$ cat src/rtl/ecc_pkg.sv
// ecc_pkg: shared constants, status encoding and position helpers for the
// 128b+8b Hamming SEC code used by ecc_encoder / ecc_decoder / ecc_check_stream.
package ecc_pkg;

  localparam int DATA_W  = 128;
  localparam int CODE_W  = 8;
  localparam int POS_MAX = 136;

  typedef enum logic [1:0] {
    ST_CLEAN  = 2'd0,
    ST_CORR   = 2'd1,
    ST_UNCORR = 2'd2
  } ecc_status_e;

  // True for Hamming positions that hold a check bit.
  function automatic bit is_pow2(input int v);
    return (v != 0) && ((v & (v - 1)) == 0);
  endfunction

  // Hamming position (1..136) of data bit idx: the idx-th non-power-of-two position.
  function automatic int pos_of(input int idx);
    int cnt;
    int pos;
    cnt = 0;
    pos = 0;
    for (int p = 1; p <= POS_MAX; p++) begin
      if (!is_pow2(p)) begin
        if (cnt == idx) pos = p;
        cnt++;
      end
    end
    return pos;
  endfunction

  // Inverse of pos_of; returns 0 for positions that carry no data bit.
  function automatic int data_idx_of(input int pos);
    int cnt;
    int idx;
    cnt = 0;
    idx = 0;
    for (int p = 1; p <= POS_MAX; p++) begin
      if (!is_pow2(p)) begin
        if (p == pos) idx = cnt;
        cnt++;
      end
    end
    return idx;
  endfunction

  // Data bits that participate in check bit k (position has bit k set).
  function automatic logic [DATA_W-1:0] code_mask(input int k);
    logic [DATA_W-1:0] m;
    int p;
    m = '0;
    for (int i = 0; i < DATA_W; i++) begin
      p    = pos_of(i);
      m[i] = p[k];
    end
    return m;
  endfunction

endpackage

$ cat src/rtl/ecc_syndrome.sv
// ecc_syndrome: combinational syndrome of a received 128b data + 8b check word.
// Each syndrome bit is the received check bit XOR the parity of its data group.
module ecc_syndrome
  import ecc_pkg::*;
(
  input  logic [DATA_W-1:0] data,
  input  logic [CODE_W-1:0] code,
  output logic [CODE_W-1:0] syndrome
);

  genvar gi;
  generate
    for (gi = 0; gi < CODE_W; gi++) begin : g_syn
      localparam logic [DATA_W-1:0] MASK = code_mask(gi);
      assign syndrome[gi] = code[gi] ^ (^(data & MASK));
    end
  endgenerate

endmodule

$ cat src/rtl/ecc_check_stream.sv
// ecc_check_stream: two-stage streaming SEC checker with valid/ready on both sides.
// S1 holds data/tag plus syndrome, S2 holds corrected data/tag/status.
// Saturating corrected/uncorrectable counters for CSR readout.
// Optional macro ECC_ERR_LOG_EN adds a log of tag/syndrome of the latest
// non-clean word; an uncorrectable entry is sticky until cnt_clr.
module ecc_check_stream
  import ecc_pkg::*;
#(
  parameter int TAG_W = 8,
  parameter int CNT_W = 16
) (
  input  logic              clk,
  input  logic              rst_n,
  input  logic              in_valid,
  output logic              in_ready,
  input  logic [127:0]      in_data,
  input  logic [7:0]        in_code,
  input  logic [TAG_W-1:0]  in_tag,
  output logic              out_valid,
  input  logic              out_ready,
  output logic [127:0]      out_data,
  output logic [TAG_W-1:0]  out_tag,
  output logic [1:0]        out_status,
  input  logic              cnt_clr,
  output logic [CNT_W-1:0]  cnt_corr,
  output logic [CNT_W-1:0]  cnt_uncorr,
  output logic [TAG_W-1:0]  log_tag,
  output logic [7:0]        log_syn
);

  genvar gi;

  logic              s1_full_reg;
  logic [DATA_W-1:0] s1_data_reg;
  logic [TAG_W-1:0]  s1_tag_reg;
  logic [CODE_W-1:0] s1_syn_reg;

  logic              s2_full_reg;
  logic [DATA_W-1:0] s2_data_reg;
  logic [TAG_W-1:0]  s2_tag_reg;
  ecc_status_e       s2_status_reg;

  logic [CNT_W-1:0]  cnt_corr_reg;
  logic [CNT_W-1:0]  cnt_uncorr_reg;

  logic [CODE_W-1:0] syn_next;
  logic [DATA_W-1:0] flip_next;
  ecc_status_e       status_next;

  logic in_fire;
  logic s2_load;
  logic out_fire;

  // Each stage advances when the next one is empty or draining this cycle.
  assign s2_load  = s1_full_reg && (!s2_full_reg || out_ready);
  assign out_fire = s2_full_reg && out_ready;
  assign in_ready = !s1_full_reg || !s2_full_reg || out_ready;
  assign in_fire  = in_valid && in_ready;

  ecc_syndrome u_syndrome (
    .data     (in_data),
    .code     (in_code),
    .syndrome (syn_next)
  );

  // One comparator per data bit: only a syndrome equal to that bit's position flips it,
  // so check-bit errors (powers of two) and out-of-range syndromes flip nothing.
  generate
    for (gi = 0; gi < DATA_W; gi++) begin : g_flip
      localparam logic [CODE_W-1:0] POS = CODE_W'(pos_of(gi));
      assign flip_next[gi] = (s1_syn_reg == POS);
    end
  endgenerate

  // Classify the S1 syndrome.
  always_comb begin
    status_next = ST_CORR;
    if (s1_syn_reg == '0) begin
      status_next = ST_CLEAN;
    end else if (s1_syn_reg > CODE_W'(POS_MAX)) begin
      status_next = ST_UNCORR;
    end
  end

  // S1: capture the accepted word and its syndrome.
  always_ff @(posedge clk or negedge rst_n) begin
    if (!rst_n) begin
      s1_full_reg <= 1'b0;
      s1_data_reg <= '0;
      s1_tag_reg  <= '0;
      s1_syn_reg  <= '0;
    end else begin
      if (in_fire) begin
        s1_full_reg <= 1'b1;
        s1_data_reg <= in_data;
        s1_tag_reg  <= in_tag;
        s1_syn_reg  <= syn_next;
      end else if (s2_load) begin
        s1_full_reg <= 1'b0;
      end
    end
  end

  // S2: corrected word held stable until the downstream accepts it.
  always_ff @(posedge clk or negedge rst_n) begin
    if (!rst_n) begin
      s2_full_reg   <= 1'b0;
      s2_data_reg   <= '0;
      s2_tag_reg    <= '0;
      s2_status_reg <= ST_CLEAN;
    end else begin
      if (s2_load) begin
        s2_full_reg   <= 1'b1;
        s2_data_reg   <= s1_data_reg ^ flip_next;
        s2_tag_reg    <= s1_tag_reg;
        s2_status_reg <= status_next;
      end else if (out_fire) begin
        s2_full_reg <= 1'b0;
      end
    end
  end

  // Saturating error counters; a clear beats a same-cycle increment.
  always_ff @(posedge clk or negedge rst_n) begin
    if (!rst_n) begin
      cnt_corr_reg   <= '0;
      cnt_uncorr_reg <= '0;
    end else if (cnt_clr) begin
      cnt_corr_reg   <= '0;
      cnt_uncorr_reg <= '0;
    end else if (s2_load) begin
      if (status_next == ST_CORR && cnt_corr_reg != '1) begin
        cnt_corr_reg <= cnt_corr_reg + 1'b1;
      end
      if (status_next == ST_UNCORR && cnt_uncorr_reg != '1) begin
        cnt_uncorr_reg <= cnt_uncorr_reg + 1'b1;
      end
    end
  end

`ifdef ECC_ERR_LOG_EN
  logic [TAG_W-1:0]  log_tag_reg;
  logic [CODE_W-1:0] log_syn_reg;
  logic              log_lock_reg;

  // Record the latest non-clean word; once an uncorrectable word is logged, later
  // corrected words leave it in place until the counters are cleared.
  always_ff @(posedge clk or negedge rst_n) begin
    if (!rst_n) begin
      log_tag_reg  <= '0;
      log_syn_reg  <= '0;
      log_lock_reg <= 1'b0;
    end else begin
      if (s2_load && (status_next == ST_UNCORR ||
                      (status_next == ST_CORR && (!log_lock_reg || cnt_clr)))) begin
        log_tag_reg <= s1_tag_reg;
        log_syn_reg <= s1_syn_reg;
      end
      if (s2_load && status_next == ST_UNCORR) begin
        log_lock_reg <= 1'b1;
      end else if (cnt_clr) begin
        log_lock_reg <= 1'b0;
      end
    end
  end

  assign log_tag = log_tag_reg;
  assign log_syn = log_syn_reg;
`else
  assign log_tag = '0;
  assign log_syn = '0;
`endif

  assign out_valid  = s2_full_reg;
  assign out_data   = s2_data_reg;
  assign out_tag    = s2_tag_reg;
  assign out_status = s2_status_reg;
  assign cnt_corr   = cnt_corr_reg;
  assign cnt_uncorr = cnt_uncorr_reg;

endmodule

$ cat config.mk
export PLATFORM = sky130hd
export DESIGN_NAME = ecc_check_stream
export DESIGN_NICKNAME = d
export VERILOG_FILES = /design/src/rtl/ecc_pkg.sv /design/src/rtl/ecc_syndrome.sv /design/src/rtl/ecc_check_stream.sv
export SDC_FILE = /design/constraint.sdc
export NUM_CORES = 1
export LEC_CHECK = 0
export ABC_CLOCK_PERIOD_IN_PS = 3350
export CORE_AREA = 3 3 134 233
export CTS_CLUSTER_SIZE = 12
export DETAILED_ROUTE_END_ITERATION = 7
export DIE_AREA = 0 0 137 236
export GPL_ROUTABILITY_DRIVEN = 0
export HOLD_SLACK_MARGIN = 0.02
export PLACE_DENSITY = 0.84
export SYNTH_ARGS = -nofsm -noshare
export SYNTH_HDL_FRONTEND = slang
export SYNTH_SLANG_ARGS = --single-unit
$ cat constraint.sdc
create_clock -name clk -period 3.35 [get_ports clk]
set_input_delay 0.8375 -clock clk [delete_from_list [all_inputs] [get_ports clk]]
set_output_delay 0.8375 -clock clk [all_outputs]
set_load 0.1 [all_outputs]
==> results of run 1 <==
-- cell usage after synthesis (3+ instances only) --
library cell,instances,area share
and3_1,6,0.0023
clkbuf_1,58,0.014
buf_1,7,0.0016
nor3_1,15,0.0047
buf_4,16,0.0075
xnor2_1,250,0.14
nand3_1,17,0.0053
mux2_2,137,0.096
xnor3_1,7,0.0098
nor2_1,82,0.019
a21oi_1,4,0.0012
xor2_1,144,0.079
nand4_1,9,0.0035
or2_2,4,0.0016
nand2_1,274,0.064
dfrtp_1,316,0.49
o21ai_0,139,0.043
or3_1,3,0.0012
nand2b_1,9,0.0035
and2_1,4,0.0016
nor2b_1,3,0.0012
-- power by group through the flow --
stage | combinational (mW) | clock [mW] | sequential, mW
4_1_cts | 7.79 | 3.19 | 5.08
2_1_floorplan | 2.74 | 0 | 7.88
3_3_place_gp | 7.64 | 0 | 5.09
5_1_grt | 8.13 | 3.33 | 5.16
6_report | 7.80 | 3.15 | 5.09
3_5_place_dp | 7.76 | 0 | 5.14
-- placed cells by master (no fill, tap or decap), types with 2 or more instances in the layout --
cell type / Yosys / final
xnor3_1: 7 / 7
inv_1: 2 / 2
nand2_1: 274 / 272
clkbuf_8: 0 / 2
nand2b_1: 9 / 9
and4_1: 2 / 2
ha_1: 2 / 2
or3_1: 3 / 3
or2_2: 4 / 4
nor2b_1: 3 / 3
nand3_1: 17 / 17
dfrtp_1: 316 / 315
clkbuf_1: 58 / 8
buf_12: 0 / 8
nor3_2: 0 / 2
o21ai_0: 139 / 139
and2_1: 4 / 4
nand2_4: 0 / 2
xnor2_1: 250 / 250
nor4_1: 2 / 2
mux2_2: 137 / 137
and3_1: 6 / 6
buf_4: 16 / 234
clkdlybuf4s50_1: 0 / 147
clkbuf_16: 0 / 31
xor2_1: 144 / 144
diode_2: 0 / 3
conb_1: 1 / 16
a21oi_1: 4 / 4
nor2_1: 82 / 81
nor3_1: 15 / 13
nand4_1: 9 / 9
clkinv_2: 0 / 3
-- per-layer routing --
metal	part of all wire	up-vias	wire [um]
met2	0.51	519	25990
met4	0.085	0	4287
met3	0.064	192	3236
met1	0.34	6090	17160
li1	-	5616	-
met5	0	-	0
-- worst paths after layout --
path	start	endpoint	slack, ns	depth (start not counted)
max reg2reg	s1_syn_reg[5]	cnt_uncorr[15]	0.85	8
max	in_data[124]	s1_syn_reg[2]	0.42	8
max in group asynchronous	rst_n	s1_data_reg[93]	2.23	2
min reg2reg	s1_tag_reg[5]	out_tag[5]	0.46	2
min in group clk	s1_tag_reg[5]	out_tag[5]	0.46	2
min	rst_n	s1_tag_reg[6]	0.25	1
-- final cells by class --
type                            count  area [um^2]
Antenna cell                        3        7.507
Clock inverter                      4        23.77
Clock buffer                       41        833.3
Timing Repair Buffer              390         3403
Multi-Input combinational cell   1137         7854
Tap cell                          382        478.0
Sequential cell                   316         7909
Inverter                            2        7.507
Fill cell                        2190         8977
-- logic make-up (layout without fill, tap and decap cells) --
group                      count (synthesis)  in the layout  share of synthesized area
AOI/OAI and AO/OA                        147            147                    0.04723
xor gates and xnor gates                 403            403                     0.2279
adders and majority gates                  2              2                   0.001558
buffers and inverters                     84            437                    0.02346
DFF                                      316            316                     0.4926
muxes                                    138            138                    0.09672
other                                      1             19                  0.0002336
and+or+nand+nor                          431            431                     0.1104
-- stage by stage --
| step | util | hold WS [ns] | cells | setup WS [ns] |
|---|---|---|---|---|
| final | 0.6956 | 0.2504 | 2275 | 0.4205 |
| after global routing | 0.6956 | 0.2910 | 2275 | 0.2385 |
| after CTS | 0.6954 | 0.2747 | 2272 | 0.3904 |
| after detailed placement | 0.6663 | 0.4566 | 2227 | -0.2004 |
| after global placement | 0.6663 | 0.4440 | 2227 | -0.02841 |
| after floorplan | - | 0.4331 | 1537 | 0.06196 |
-- critical path, delay by kind of cell --
family	cells	cell delay, ns
AO/OA/AOI/OAI	1	0.10
buffers and inverters	1	0.58
XOR/XNOR	6	1.86
==> qor.txt, run 1 <==
Logic pwr share = 0.486
GR peak layer = met2
Power Density = 781.7 mW/mm^2
Top FF cell, synth = dfrtp_1
Clock Tree Root = clkbuf_16
Crit Path Class = input port to flop
initial antenna violation count = 3
TritonCTS Buffers = 31
vias post-DR = 12420
Vias/cell = 5.458
Tightest Pin Transition = 1.028 ns
clk sinks = 316
clock network fraction of total power = 0.196
total power = 16.04 mW
number of synthesized flops with an enable pin = 0
sw frac = 0.4600
final max-slew violation count = 0
DRC errors left = 0
vias in the first global route = 13070
TritonRoute pass-1 iters = 5
Post-DRT Antenna Nets = 0
M3 GR Usage = 0.05442
HP Class = input port to asynchronous set/reset pin
relative slew slack = 0.3121
FMAX = 0.3414 GHz
htree depth = 1
1st-iter DRT viols = 879
Worst Skew = 0.02183 ns
Gate Count Post-Synth = 1522
Initial Util = 0.5443
register area share after synthesis = 0.4926
core area = 0.02949 mm^2
grt ovf = 0
P_sw = 7.377 mW
dpl hpwl = 38340 um
Req. time, crit path = 3.81 ns
GR Util met2 = 0.5337
CTS tree = done
clk slew on worst S/H paths = 0.06 ns
GRT Total Usage = 0.3096
Final TNS setup = 0 ns
PortBufs = 320
period utilisation layout = 0.8745
#FFs+latches synth = 316
ordered cell list for the critical path = clkdlybuf4s50_1, xnor2_1, xnor2_1, xor2_1, xnor2_1, xnor3_1, xnor2_1, o21ai_0
most frequent CP cell = xnor2_1
Max-cap violations = 0
Rows = 83
Clock Path Buffers = 3
Post-CTS Setup Repair Bufs = 0
synth-to-layout area growth = 27.79%
largest net degree at the start of global routing = 148
nets = 2029
Die Area = 0.03233 mm^2
Placed Area = 0.01965 mm^2
Critical Path End Type = flop
I/O pin cnt = 337
CP max stage delay = 0.58 ns
wire per inst = 22.27 um
static leakage = 8.680 nW
Syn. warnings = 0
internal power = 8.660 mW
Hold Vio Cnt, Final = 0
status = finished, final reports clean
Slowest-stage cell, CP = clkdlybuf4s50_1
Seq pwr share = 0.318
Worst VDD drop = 0.4900 mV
hold buffers post-CTS = 0
drt total wl = 50670 um
layout cell share with drive strength beyond 1 = 0.2270
met1 Use GR = 0.3368
RSZ-0062 raised after global routing = no
endpoints failing setup = 0
Final min period = 2.930 ns
Finished Cell Area = 0.02052 mm^2
startpoint types = input port
post-synth cell types = 35
Arr. time, crit path = 3.39 ns
clk_lat worst skew = 0.58 ns
Die X = 137 um
Max FO, Critical Path = 3
first-pass GRT wire length = 75420 um
Syn Area/Cell = 10.55 um^2
Die Ht = 236 um
share of flip-flops with an asynchronous set or reset = 1.000
Resized cells post-CTS = 0
Mapped Area = 0.01605 mm^2
Note: power is estimated with default switching activity, not from simulation.
==> inputs of run 2 (changes only) <==
Settings changed: CORE_AREA 3 3 134 233 to 3 3 156 272, DIE_AREA 0 0 137 236 to 0 0 159 275, PLACE_DENSITY 0.84 to default, SLEW_MARGIN from default to 40.
==> run 2 against run 1 <==
Setup slack lost 0.095 ns. Global-route usage shrank 6.4 points. Register-to-register slack lost 0.02 ns. Critical endpoint is now s1_syn_reg[3]. Largest cell class unchanged.
==> qor.txt, run 2 (same netlist as run 1, synthesis figures left out) <==
status = finished, final reports clean
largest net degree at the start of global routing = 119 (-20%)
Finished Cell Area = 0.02128 mm^2 (+3.7%)
PortBufs = 320 (unchanged)
Post-DRT Antenna Nets = 0 (unchanged)
most frequent cells in the layout = 315 x dfrtp_1, 276 x buf_4, 272 x nand2_1
relative slew slack = 0.4959 (+0.1838)
Placed Area = 0.02026 mm^2 (+3.1%)
drt total wl = 54700 um (+7.9%)
final core utilization = 0.5228 (-0.1728)
wire per inst = 21.90 um (-1.7%)
static leakage = 8.981 nW (+3.5%)
Rows = 98 (+18%)
Req. time, crit path = 3.76 ns (-0.05 ns)
vias post-DR = 12070 (-2.8%)
RSZ-0062 raised after global routing = no
Arr. time, crit path = 3.44 ns (+0.05 ns)
Worst Skew = 0.02367 ns (+0.001838 ns)
period utilisation layout = 0.9029 (+0.02838)
Clock Path Buffers = 3 (unchanged)
Tightest Pin Transition = 0.7553 ns (-0.2727 ns)
Post-CTS Setup Repair Bufs = 0 (unchanged)
hold buffers post-CTS = 0 (unchanged)
Logic pwr share = 0.478 (-0.008)
TritonRoute pass-1 iters = 4 (-1)
htree depth = 2 (+1)
Die X = 159 um (+16%)
Max FO, Critical Path = 3 (unchanged)
Max-cap violations = 0 (unchanged)
Setup WS pre-CTS = -0.2147 ns (-0.01427 ns)
Crit Path Class = input port to flop
Clock Tree Root = clkbuf_16
Final WS setup = 0.3254 ns (-0.09507 ns)
I/O pin cnt = 337 (unchanged)
clk slew on worst S/H paths = 0.06 ns (about the same)
grt ovf = 0 (unchanged)
Final min period = 3.025 ns (+0.09507 ns)
TritonCTS Buffers = 34 (+9.7%)
initial antenna violation count = 3 (unchanged)
core area = 0.04071 mm^2 (+38%)
Resized cells post-CTS = 0 (unchanged)
DRC errors left = 0 (unchanged)
1st-iter DRT viols = 502 (-43%)
synth-to-layout area growth = 32.58%
most common cell after layout, fill and taps aside = dfrtp_1
Worst VDD drop = 0.3771 mV (-23%)
endpoints failing setup = 0 (unchanged)
GRT Total Usage = 0.2453 (-0.06432)
P_sw = 7.543 mW (+2.3%)
layout cell share with drive strength beyond 1 = 0.2488 (+0.02186)
Vias/cell = 4.831 (-11%)
Power Density = 780.4 mW/mm^2 (-0.17%)
startpoint types = input port
vias in the first global route = 12880 (-1.4%)
sw frac = 0.4541 (-0.005837)
internal power = 9.066 mW (+4.7%)
dpl hpwl = 41900 um (+9.3%)
final max-slew violation count = 0 (unchanged)
Die Ht = 275 um (+17%)
Seq pwr share = 0.306 (-0.012)
clock network fraction of total power = 0.216 (+0.020)
reg2reg path depth = 8 (unchanged)
Hold Vio Cnt, Final = 0 (unchanged)
FMAX = 0.3306 GHz (-3.1%)
Fin Hold WS = 0.2881 ns (+0.03772 ns)
flop2flop setup slack = 0.83 ns (-0.02 ns)
clk_lat worst skew = 0.52 ns (-0.06 ns)
Initial Util = 0.3944 (-0.1500)
HP Class = input port to asynchronous set/reset pin
CTS tree = done
first-pass GRT wire length = 80630 um (+6.9%)
Die Area = 0.04373 mm^2 (+35%)
Critical Path End Type = flop
nets = 2077 (+2.4%)
Final TNS setup = 0 ns (unchanged)
clk sinks = 316 (unchanged)
## run 2: cell count changes in the layout (fill, tap and decap cells not counted), moves of 3 or more
| cell | before | now |
|---|---|---|
| buf_4 | 234 | 276 |
| nor2_1 | 81 | 77 |
| clkbuf_16 | 31 | 37 |
| clkbuf_1 | 8 | 13 |
| buf_12 | 8 | 11 |
## run 2: worst paths after layout
kind,start,to
max,in_data[119],s1_syn_reg[3]
min,rst_n,s1_data_reg[26]
max reg2reg,s1_syn_reg[5],cnt_uncorr[9]
min reg2reg,s1_tag_reg[3],out_tag[3]
max in group asynchronous,rst_n,out_valid
min in group clk,s1_tag_reg[3],out_tag[3]
## run 2: final cells by class
type | instances | area [um^2]
fillers | 3806 | 19420
flip-flops and latches | 316 | 7909
multi-input cells | 1137 | 7879
repair buffers | 435 | 3779
clock buffers | 51 | 988.4
well taps | 550 | 688.2
clock inverters | 4 | 26.28
inverters | 2 | 7.507
diodes | 3 | 7.507
## run 2: through the flow
stage | instances | power [mW]
after global placement | 2440 | 13.00
final | 2498 | 16.61
after CTS | 2495 | 16.75
after global routing | 2498 | 17.29
after floorplan | 1537 | 10.62
after detailed placement | 2440 | 13.10
## run 2: power by group through the flow
| stage | clock, mW | combinational, mW | sequential (mW) |
|---|---|---|---|
| global placement | 0 | 7.91 | 5.10 |
| global route | 3.84 | 8.29 | 5.16 |
| CTS | 3.69 | 7.99 | 5.07 |
| finish | 3.59 | 7.94 | 5.08 |
| detailed placement | 0 | 7.96 | 5.14 |
| floorplan | 0 | 2.74 | 7.88 |
## run 2: layer usage
metal  global-route usage  wire length, um  share of wire  vias up
met5                    0                0              0        -
met3              0.04399             2711          0.050       97
met4               0.1093             2491          0.046        0
met1               0.2602            19540           0.36     5907
li1                     -                -              -     5712
met2               0.4709            29960           0.55      351
## run 2: worst max-delay path, cell delays in order
cell             delay [ns]
clkdlybuf4s50_1        0.46
xor2_1                 0.17
xnor2_1                0.41
xnor2_1                0.18
xnor2_1                0.30
buf_4                  0.18
xor2_1                 0.21
xnor3_1                0.42
mux2_2                 0.26
==> inputs of run 3 (changes only) <==
--- a/config.mk
+++ b/config.mk
@@ -12,4 +12,5 @@
 export DIE_AREA = 0 0 159 275
 export GPL_ROUTABILITY_DRIVEN = 0
+export GPL_TIMING_DRIVEN = 0
 export HOLD_SLACK_MARGIN = 0.02
 export SLEW_MARGIN = 40
==> constraint.sdc (replaced) <==
create_clock -name clk -period 3.35 [get_ports clk]
set_input_delay 0.8375 -clock clk [delete_from_list [all_inputs] [get_ports clk]]
set_output_delay 0.8375 -clock clk [all_outputs]
set_load 0.02 [all_outputs]
==> run 3 against run 2 <==
Sequential share of layout area is 0.21 points lower. Largest power group unchanged. Clock-buffer cell count is 3 lower. Register-to-register slack worse by 0.34 ns. Sequential cell count stayed put. Total power is 14% lower. Highest routed layer unchanged.
==> qor.txt, run 3 (same netlist as run 1, synthesis figures left out) <==
HP Class = input port to asynchronous set/reset pin
clk slew on worst S/H paths = 0.06 ns (about the same)
first-pass GRT wire length = 83310 um (+3.3%)
CTS tree = done
startpoint types = input port
FF-to-FF Start = s1_full_reg
initial antenna violation count = 3 (unchanged)
Worst VDD drop = 0.3484 mV (-7.6%)
RSZ-0062 raised after global routing = no
final max-slew violation count = 0 (unchanged)
relative slew slack = 0.3888 (-0.1071)
dpl hpwl = 44160 um (+5.4%)
clk sinks = 316 (unchanged)
reg2reg path depth = 5 (-3)
htree depth = 2 (unchanged)
synth-to-layout area growth = 33.29%
static leakage = 8.495 nW (-5.4%)
period utilisation layout = 0.9602 (+0.05732)
FMAX = 0.3109 GHz (-6.0%)
hold buffers post-CTS = 0 (unchanged)
Max FO, Critical Path = 10 (+7)
Power Density = 664.0 mW/mm^2 (-15%)
Hold Vio Cnt, Final = 0 (unchanged)
Req. time, crit path = 3.78 ns (+0.02 ns)
vias in the first global route = 12980 (+0.83%)
final core utilization = 0.5257 (+0.002828)
drt total wl = 56600 um (+3.5%)
I/O pin cnt = 337 (unchanged)
Die Ht = 275 um (unchanged)
vias post-DR = 12360 (+2.4%)
Placed Area = 0.02032 mm^2 (+0.29%)
placed cell count = 2427 (-0.53%)
largest net degree at the start of global routing = 75 (-37%)
status = finished, final reports clean
Die Area = 0.04373 mm^2 (unchanged)
clk_lat worst skew = 0.53 ns (about the same)
Finished Cell Area = 0.02140 mm^2 (+0.54%)
Final min period = 3.217 ns (+0.1920 ns)
GRT Total Usage = 0.2545 (+0.009208)
1st-iter DRT viols = 535 (+6.6%)
Max-cap violations = 0 (unchanged)
Tightest Pin Transition = 0.9168 ns (+0.1614 ns)
Fin Hold WS = 0.2200 ns (-0.06816 ns)
Initial Util = 0.3944 (unchanged)
Clock Tree Root = clkbuf_16
layout cell share with drive strength beyond 1 = 0.1289 (-0.1200)
Die X = 159 um (unchanged)
Fillers = 3793 (-0.34%)
TritonRoute pass-1 iters = 5 (+1)
Clock Path Buffers = 3 (unchanged)
Post-CTS Setup Repair Bufs = 0 (unchanged)
Resized cells post-CTS = 1 (+1)
wire per inst = 22.77 um (+4.0%)
Finished Layout Cells = 2486 (-0.48%)
Arr. time, crit path = 3.64 ns (+0.20 ns)
Worst Skew = 0.02398 ns (+0.0003109 ns)
nets = 2065 (-0.58%)
Critical Path Start = out_ready
grt ovf = 0 (unchanged)
Critical Path End Type = flop
core area = 0.04071 mm^2 (unchanged)
TritonCTS Buffers = 34 (unchanged)
DRC errors left = 0 (unchanged)
Rows = 98 (unchanged)
Post-DRT Antenna Nets = 0 (unchanged)
area of the multi-input gates = 0.007926 mm^2 (+0.60%)
most common cell after layout, fill and taps aside = clkdlybuf4s50_1
Reg area = 0.007908 mm^2 (about the same)
Vias/cell = 4.971 (+2.9%)
Crit Path Class = input port to flop
PortBufs = 320 (unchanged)
endpoints failing setup = 0 (unchanged)
most frequent cells in the layout = 319 x clkdlybuf4s50_1, 316 x dfrtp_1, 274 x nand2_1
==> run 3: power breakdown <==
| group | leakage [nW] | switching (mW) | internal, mW |
|---|---|---|---|
| sequential | 3.85 | 0.443 | 4.52 |
| clock | 0.515 | 1.57 | 2.12 |
| combinational | 4.13 | 3.04 | 2.52 |
| total | 8.50 | 5.05 | 9.16 |
==> run 3: final cells by class <==
class                      instances  share of cell area
buffer                            82             0.01766
inverter                           2           0.0003508
clock inverter                     6            0.002573
timing repair buffer             341              0.1607
tap                              550             0.03216
clock buffer                      48             0.04613
antenna                            4           0.0004678
multi-input combinational       1137              0.3704
sequential                       316              0.3695
==> run 3: worst paths after layout <==
kind,slack [ns],end
min in group clk,0.46,out_tag[2]
worst min register to register,0.46,out_tag[2]
worst max-delay path,0.13,out_data[79]
worst min-delay path,0.22,out_data[29]
worst max register to register,0.49,s1_data_reg[101]
max in group asynchronous,1.68,out_data[69]
==> run 3: metrics by stage <==
step           total power [mW]  worst slack, ns  setup TNS [ns]
4_1_cts                   14.28          0.06357               0
5_1_grt                   14.84          0.03230               0
6_report                  14.21           0.1334               0
3_5_place_dp              10.56          -0.8022          -97.89
3_3_place_gp              10.30           -12.72        -4131.50
2_1_floorplan             8.091           0.7315               0
==> run 3: routing by layer <==
metal  vias up  GRT usage  wire, um
li1       5707          -         -
met1      6082     0.2730     20440
met2       442     0.4836     30350
met3       128    0.04474      3027
met4         0     0.1178      2778
met5         -          0         0
==> run 3: worst max-delay path, cell delays in order <==
cell and delay, ns:
clkdlybuf4s50_1 0.40, nand2b_1 0.28, nand2_1 0.48, clkbuf_2 0.49, clkbuf_2 0.47, clkbuf_1 0.48, nand2_1 0.10, o21ai_0 0.10
